--- src/rtl/unsigned_seq_div_16by8.sv ---
// Iterative radix-2 restoring unsigned divider: one quotient bit per clock,
// valid/ready handshake on the operand and result sides.
module unsigned_seq_div_16by8 #(
  parameter int DIVIDEND_W = 16,
  parameter int DIVISOR_W  = 8
) (
  input  logic                  clk,
  input  logic                  rst_n,
  input  logic                  in_valid,
  output logic                  in_ready,
  input  logic [DIVIDEND_W-1:0] dividend,
  input  logic [DIVISOR_W-1:0]  divisor,
  output logic                  out_valid,
  input  logic                  out_ready,
  output logic [DIVIDEND_W-1:0] quotient,
  output logic [DIVISOR_W-1:0]  remainder,
  output logic                  div_by_zero
);

  localparam int CNT_W = (DIVIDEND_W > 1) ? $clog2(DIVIDEND_W) : 1;
  localparam logic [CNT_W-1:0] LAST_CNT = CNT_W'(DIVIDEND_W - 1);

  typedef enum logic [1:0] {
    S_IDLE = 2'd0,
    S_BUSY = 2'd1,
    S_DONE = 2'd2
  } state_e;

  state_e                state_q, state_d;
  logic [CNT_W-1:0]      cnt_q, cnt_d;
  logic [DIVIDEND_W-1:0] sh_q, sh_d;
  logic [DIVISOR_W:0]    r_q, r_d;
  logic [DIVISOR_W-1:0]  dvs_q, dvs_d;
  logic [DIVISOR_W-1:0]  lo_q, lo_d;
  logic                  dz_q, dz_d;
  logic [DIVIDEND_W-1:0] quo_q, quo_d;
  logic [DIVISOR_W-1:0]  rem_q, rem_d;
  logic                  dbz_q, dbz_d;

  // One restoring step: shift the next dividend bit into the partial remainder
  // and subtract the divisor when it fits. r < divisor keeps t within 9 bits.
  logic [DIVISOR_W:0]    t;
  logic                  qbit;
  logic [DIVISOR_W:0]    r_step;
  logic [DIVIDEND_W-1:0] sh_step;

  always_comb begin
    t       = {r_q[DIVISOR_W-1:0], sh_q[DIVIDEND_W-1]};
    qbit    = (t >= {1'b0, dvs_q});
    r_step  = qbit ? (t - {1'b0, dvs_q}) : t;
    sh_step = {sh_q[DIVIDEND_W-2:0], qbit};
  end

  // NOTE: every variable gets a default first so no path leaves it unassigned
  // and no latch is inferred.
  always_comb begin
    state_d = state_q;
    cnt_d   = cnt_q;
    sh_d    = sh_q;
    r_d     = r_q;
    dvs_d   = dvs_q;
    lo_d    = lo_q;
    dz_d    = dz_q;
    quo_d   = quo_q;
    rem_d   = rem_q;
    dbz_d   = dbz_q;

    unique case (state_q)
      S_IDLE: begin
        if (in_valid) begin
          state_d = S_BUSY;
          sh_d    = dividend;
          dvs_d   = divisor;
          lo_d    = dividend[DIVISOR_W-1:0];
          dz_d    = (divisor == '0);
          r_d     = '0;
          cnt_d   = '0;
        end
      end

      S_BUSY: begin
        sh_d  = sh_step;
        r_d   = r_step;
        cnt_d = cnt_q + CNT_W'(1);
        if (cnt_q == LAST_CNT) begin
          state_d = S_DONE;
          quo_d   = dz_q ? '1   : sh_step;
          rem_d   = dz_q ? lo_q : r_step[DIVISOR_W-1:0];
          dbz_d   = dz_q;
        end
      end

      S_DONE: begin
        if (out_ready) state_d = S_IDLE;
      end

      default: state_d = S_IDLE;
    endcase
  end

  // NOTE: sequential state uses non-blocking assignments only, so every
  // register samples the values from before the edge.
  always_ff @(posedge clk or negedge rst_n) begin
    if (!rst_n) begin
      state_q <= S_IDLE;
      cnt_q   <= '0;
      sh_q    <= '0;
      r_q     <= '0;
      dvs_q   <= '0;
      lo_q    <= '0;
      dz_q    <= 1'b0;
      quo_q   <= '0;
      rem_q   <= '0;
      dbz_q   <= 1'b0;
    end else begin
      state_q <= state_d;
      cnt_q   <= cnt_d;
      sh_q    <= sh_d;
      r_q     <= r_d;
      dvs_q   <= dvs_d;
      lo_q    <= lo_d;
      dz_q    <= dz_d;
      quo_q   <= quo_d;
      rem_q   <= rem_d;
      dbz_q   <= dbz_d;
    end
  end

  assign in_ready    = (state_q == S_IDLE);
  assign out_valid   = (state_q == S_DONE);
  assign quotient    = quo_q;
  assign remainder   = rem_q;
  assign div_by_zero = dbz_q;

endmodule
--- config.mk ---
export PLATFORM = sky130hd
export DESIGN_NAME = unsigned_seq_div_16by8
export DESIGN_NICKNAME = d
export VERILOG_FILES = /design/src/rtl/unsigned_seq_div_16by8.sv
export SDC_FILE = /design/constraint.sdc
export NUM_CORES = 1
export LEC_CHECK = 0
export BUFFER_PORTS_ARGS = -buffer_cell sky130_fd_sc_hd__clkbuf_2
export CELL_PAD_IN_SITES_DETAIL_PLACEMENT = 0
export CELL_PAD_IN_SITES_GLOBAL_PLACEMENT = 1
export CORE_ASPECT_RATIO = 1.2
export CORE_MARGIN = 3
export CORE_UTILIZATION = 30
export CTS_CLUSTER_SIZE = 25
export DETAILED_ROUTE_END_ITERATION = 8
export PLACE_DENSITY_LB_ADDON = 0.08
export SETUP_SLACK_MARGIN = 0.3
export SLEW_MARGIN = 20
export SYNTH_ARGS = -nofsm -noshare
export SYNTH_HDL_FRONTEND = slang
export SYNTH_SLANG_ARGS = --single-unit
--- constraint.sdc ---
create_clock -name clk -period 3.5 [get_ports clk]
set_input_delay 0.7 -clock clk [delete_from_list [all_inputs] [get_ports clk]]
set_output_delay 0.7 -clock clk [all_outputs]
set_load 0.02 [all_outputs]
==> metrics.yaml, run 1 <==
power_density_nw_per_um2: 1100
slew_headroom_pct: 38.0
drive_gt1_share_pct: 19.5
drt_iter0_markers: 125
synth.cell_area_sq_um: 3400
numCtsBuffers: 9
h-tree-depth: 3
initial_core_util_pct: 30.9
rsz0062_at_grt: "no"
vias: 2784
timing.rr.end: "remainder[0]"
yosysTopAreaCell: "dfrtp_1"
cts_setup_buffers: 0
critPathMaxFanout: 13
ys_seq_area_share_pct: 52.9
worstSetupPathType: "reg -> reg"
clkLatencyLatePin_ns: 0.33
crit_required_ns: 3.75
yosysWarnings: 0
r2r-start: "r_q[3]"
multi_input_area_sq_um: 1450
die-area_sq_um: 12700
core_sq_um: 11000
peakVddDrop_v: 0.000445
io_buffers: 54
drcViolationCount: 0
cts-root-buf: "clkbuf_16"
setup_tns_ns: 0
synth_top_family_by_area: "simple AND/OR/NAND/NOR gates"
cp-start-kind: "flip-flop"
syn-num-nets: 417
clkSlewWorstSetupHoldPaths_ns: 0.06
cts_resized: 0
finalPower_mw: 4.57
min_period_ns: 2.40
clock-sinks: 72
crit_end: "remainder[0]"
min_path_type: "in -> async"
r2r_setup_slack_ns: 1.10
finalSetupViolations: 0
synth_most_common_cell: "nand2_1"
synth_edf_count: 0
clk_path_buf_depth: 2
rows: 42
via_per_inst: 4.91
synthSimpleGateAreaFrac_pct: 23.2
maxCapViolations: 0
maxSlewViolCount: 0
synthDistinctLibCells: 39
synth.top_cells.by_count: "nand2_1, dfrtp_1, o21ai_0"
critical_path.endpoint_type: "flip-flop"
finalCritPeriodShare_pct: 68.5
place_ws_ns: 1.10
fmax_ghz: 0.417
status: "completed"
synthMuxAreaShare_pct: 1.80
grt_overflow_total: 0
dpl.hpwl_um: 6390
grt_pass1_vias: 2835
synth_top_area_share_pct: 52.9
die_h_um: 123
final.setup_skew_ns: 0.00588
fin_ws_ns: 1.10
grt_first_pass_wirelength_um: 14900
synth-compound-area-share_pct: 12.5
p_leak_nw: 2.07
synthArstFlopShare_pct: 100
cts_hold_buffers: 0
finalWeightedCongestion: 0.792
grtUsageTotal_pct: 15.4
worst-slew-pin-transition_ns: 0.930
synth_cells: 379
die_x_um: 103
seq_area_sq_um: 1800
ys.flop_type: "dfrtp_1"
num_io_pins: 55
cts_tree: "yes"
fin_nets: 468
fillers: 1188
r2r_cells: 6
synth_area_leaders: "dfrtp_1, nand2_1, o21ai_0"
drt_first_pass_iters: 4
wl_um: 8910
synthToLayoutAreaGrowth_pct: 22.2
worstPathArrival_ns: 2.64
antenna_cells: 0
synth_xor_area_share_pct: 1.29
ys_seq_elements: 72
crit_path_start: "r_q[3]"
hold_viol_final: 0
antenna_found_initial: 0
ant_nets: 0
syn_avg_cell_area_sq_um: 8.98
wl_per_cell_um: 15.7
grt_max_degree: 29
synthAdderAreaFrac_pct: 3.90
[state kept, by name, indices dropped and copies added (netlist names)]
name	flops
quotient	16
sh_q	16
dvs_q	8
lo_q	8
r_q	8
remainder	8
cnt_q	4
state_q	2
div_by_zero	1
dz_q	1
[final cells by class]
cell class / count / share of cell area [%]
tap: 132 / 3.97
inverter: 11 / 0.993
sequential: 72 / 43.3
multi-input combinational: 274 / 34.9
timing repair buffer: 62 / 7.94
clock buffer: 9 / 5.42
clock inverter: 7 / 3.43
[placed cells by master, fill, tap and decap left out, types with 2 or more instances in the layout]
cell type	instances
nor2_1	27
o21ai_0	38
clkbuf_2	53
nand2_1	102
nor2b_1	2
xnor2_1	2
o21ai_1	2
a211oi_1	3
clkbuf_16	9
and3_1	4
ha_1	9
inv_1	11
bufinv_16	4
buf_4	8
o22ai_1	7
a21oi_2	2
nand2b_1	7
nor4_1	2
a21oi_1	8
mux2i_1	5
nand3_1	27
nand4_1	2
o211ai_1	8
xor2_1	3
dfrtp_1	72
[worst max-delay path: stages, from the launching register on]
cell and delay, ns:
dfrtp_1 0.41, ha_1 0.36, a21oi_1 0.23, o221ai_1 0.16
a21oi_2 0.58, mux2_2 0.42, o211ai_1 0.16
[per-stage QoR]
stage | util [%] | hold WS (ns) | std cells | instance area [sq um]
after floorplan | - | 0.404 | 379 | 3400
after detailed placement | 34.4 | 0.456 | 551 | 3790
final | 37.7 | 0.350 | 567 | 4160
after global placement | 34.4 | 0.450 | 551 | 3790
after CTS | 37.7 | 0.365 | 567 | 4160
after global routing | 37.7 | 0.400 | 567 | 4160
[how the worst min path moves through the flow]
stage,slack (ns),cells after the start,start,end
detailed placement,0.46,2,quotient[6],quotient[6]
CTS,0.36,1,rst_n,quotient[12]
global placement,0.45,2,quotient[7],quotient[7]
global route,0.40,1,rst_n,quotient[12]
floorplan,0.40,0,rst_n,cnt_q[0]
finish,0.35,1,rst_n,quotient[12]
[layer usage]
layer | up-vias | GRT usage (%) | routed length, um
met2 | 60 | 26.3 | 4450
met4 | 0 | 5.10 | 137
li1 | 1376 | - | -
met5 | - | 0 | 0
met3 | 12 | 3.07 | 332
met1 | 1336 | 19.4 | 3990
[power breakdown]
group          internal, mW  total [mW]  switching, mW
Sequential             1.22        1.47          0.244
Combinational         0.753        1.97           1.21
Clock                 0.771        1.14          0.370
Total                  2.75        4.57           1.83
[cell families after synthesis]
logic type               Yosys count
adder cells (fa/ha/maj)           10
AO/OA/AOI/OAI                     72
AND/OR/NAND/NOR                  181
buffers and inverters             33
flip-flops                        72
multiplexers                       6
XOR/XNOR                           5
No activity file was read; power rests on OpenSTA's default activity.
==> inputs of run 2 (changes only) <==
--- a/config.mk
+++ b/config.mk
@@ -5,6 +5,7 @@
 export SDC_FILE = /design/constraint.sdc
 export NUM_CORES = 1
 export LEC_CHECK = 0
+export ABC_AREA = 1
 export BUFFER_PORTS_ARGS = -buffer_cell sky130_fd_sc_hd__clkbuf_2
 export CELL_PAD_IN_SITES_DETAIL_PLACEMENT = 0
 export CELL_PAD_IN_SITES_GLOBAL_PLACEMENT = 1
==> constraint.sdc (replaced) <==
create_clock -name clk -period 2.4 [get_ports clk]
set_input_delay 0.48 -clock clk [delete_from_list [all_inputs] [get_ports clk]]
set_output_delay 0.48 -clock clk [all_outputs]
set_load 0.02 [all_outputs]
==> run 2 against run 1 <==
Synthesized cell count increased by 7.7%. Critical path depth increased by 5. Combinational power increased by 71%. Non-clock buffer count decreased by 5. Global-route usage decreased by 0.54 points. Via count increased by 0.79%. Count of clock-buffer cells in the layout increased by 1. First-iteration DRC count increased by 57%.
==> metrics.yaml, run 2 <==
finalSetupViolations: 0
holdWs_ns: 0.0348
syn-num-nets: 446
synth_most_common_cell: "nand2_1"
grt_max_degree: 52
maxSlewViolCount: 0
synthToLayoutAreaGrowth_pct: 22.4
crit_required_ns: 2.62
vias: 2806
wl_um: 8920
synth_area_leaders: "dfrtp_1, nand2_1, inv_1"
rsz0062_at_grt: "no"
ys.flop_type: "dfrtp_1"
status: "completed"
fin_util_pct: 38.1
fin_nets: 504
crit_buf_inv: 0
setup_tns_ns: 0
most-common-layout-cells: "nand2_1, dfrtp_1, inv_1, clkbuf_2, o21ai_0"
h-tree-depth: 3
die-area_sq_um: 13000
finalCritPeriodShare_pct: 78.3
final_common_cell: "nand2_1"
r2r_setup_slack_ns: 0.52
critical_path.endpoint_type: "flip-flop"
fmax_ghz: 0.532
syn_avg_cell_area_sq_um: 8.59
ys_seq_elements: 72
cpPeakStageDelay_ns: 0.42
clk_path_buf_depth: 2
cp-start-kind: "flip-flop"
cp_slowest_cell: "dfrtp_1"
slew_headroom_pct: 65.7
initial_core_util_pct: 31.2
num_io_pins: 55
via_per_inst: 4.49
synth.cell_area_sq_um: 3500
drcViolationCount: 0
clkSlewWorstSetupHoldPaths_ns: 0.06
cts_hold_buffers: 0
hold_viol_final: 0
numCtsBuffers: 9
clock-sinks: 72
crit_path_cell_trace: "ha_1 -> nand2_1 -> nand2_1 -> nand2_1 -> nand2_1 -> nor2_4 -> nand2_4 -> nand2_2 -> nand2_2 -> nand2_1 -> nand2_1"
cts-root-buf: "clkbuf_16"
p_leak_nw: 2.23
synthArstFlopShare_pct: 100
wl_per_cell_um: 14.3
drt_iter0_markers: 196
ys_seq_area_share_pct: 51.4
yosysTopAreaCell: "dfrtp_1"
io_buffers: 54
dpl.hpwl_um: 6380
grtUsageTotal_pct: 14.9
synth.top_cells.by_count: "nand2_1, dfrtp_1, inv_1"
rows: 42
grt_overflow_total: 0
peakVddDrop_v: 0.000673
grt_first_pass_wirelength_um: 15300
ant_nets: 0
path_delay_family: "simple AND/OR/NAND/NOR gates"
cts_tree: "yes"
die_x_um: 105
worst-slew-pin-transition_ns: 0.514
core_sq_um: 11200
cts_resized: 0
yosysWarnings: 0
antenna_cells: 0
cts_setup_buffers: 0
die_h_um: 124
worstPathArrival_ns: 2.10
min_path_type: "in -> async"
finalWeightedCongestion: 0.796
synth_edf_count: 0
final.setup_skew_ns: 0.00774
worstSetupPathType: "reg -> reg"
grt_pass1_vias: 2887
maxCapViolations: 0
clkLatencyLatePin_ns: 0.34
synth_cells: 408
drive_gt1_share_pct: 21.0
synth_top_area_share_pct: 51.4
drt_first_pass_iters: 5
power_density_nw_per_um2: 1650
critPathMaxFanout: 10
synthDistinctLibCells: 38
min_period_ns: 1.88
cpMostUsedCell: "nand2_1"
antenna_found_initial: 0
[run 2: cell count changes after synthesis, moves of 7 or more]
cell	before	now
a21oi_1	8	24
clkbuf_1	13	1
inv_1	11	65
nand2_2	0	11
nand2b_1	7	0
o211ai_1	8	1
o21ai_0	38	26
[run 2: through the flow]
step	setup WS (ns)	power, mW	cells	cell area [sq um]
global placement	0.477	5.55	609	3930
detailed placement	0.503	5.57	609	3930
global route	0.304	7.78	625	4290
floorplan	0.781	4.66	408	3500
CTS	0.482	7.19	625	4290
finish	0.521	7.08	625	4290
[run 2: cells by family (layout without fill, tap and decap cells)]
| group | Yosys count | in the layout | synth area share (%) |
|---|---|---|---|
| buffers and inverters | 79 | 142 | 9.50 |
| adder cells (fa/ha/maj) | 10 | 10 | 3.78 |
| flip-flops | 72 | 72 | 51.4 |
| XOR/XNOR | 3 | 3 | 0.750 |
| AO/OA/AOI/OAI | 72 | 72 | 11.9 |
| AND/OR/NAND/NOR | 172 | 172 | 22.7 |
[run 2: per-layer routing]
metal | up-vias | wire [um] | global-route usage (%)
met5 | - | 0 | 0
met4 | 0 | 172 | 5.56
met3 | 11 | 295 | 3.78
met2 | 41 | 4100 | 22.6
met1 | 1326 | 4350 | 20.5
li1 | 1428 | - | -
[run 2: path summary, 6_finish.rpt]
path | depth (start not counted) | end | start
worst max-delay path | 11 | r_q[3] | r_q[5]
worst min-delay path | 1 | quotient[4] | rst_n
worst max register to register | 11 | r_q[3] | r_q[5]
worst min register to register | 2 | div_by_zero | div_by_zero
max in group asynchronous | 2 | dvs_q[5] | rst_n
min in group clk | 2 | state_q[1] | out_ready
[run 2: area by class of cell]
type / count / area, sq um
inverter: 69 / 262
multi-input combinational: 257 / 1370
timing repair buffer: 57 / 308
clock inverter: 6 / 116
fill: 1214 / 6960
sequential: 72 / 1800
clock buffer: 10 / 239
tap: 154 / 193
[run 2: power by group]
group | internal [mW] | switching [mW] | total [mW]
Clock | 1.05 | 0.537 | 1.59
Sequential | 1.81 | 0.328 | 2.14
Combinational | 1.20 | 2.16 | 3.36
[run 2: worst register-to-register path, stage by stage (launching register included)]
cell     delay, ns
dfrtp_1       0.42
ha_1          0.37
nand2_1       0.08
nand2_1       0.07
nand2_1       0.06
nand2_1       0.08
nor2_4        0.26
nand2_4       0.16
nand2_2       0.10
nand2_2       0.05
nand2_1       0.05
nand2_1       0.06
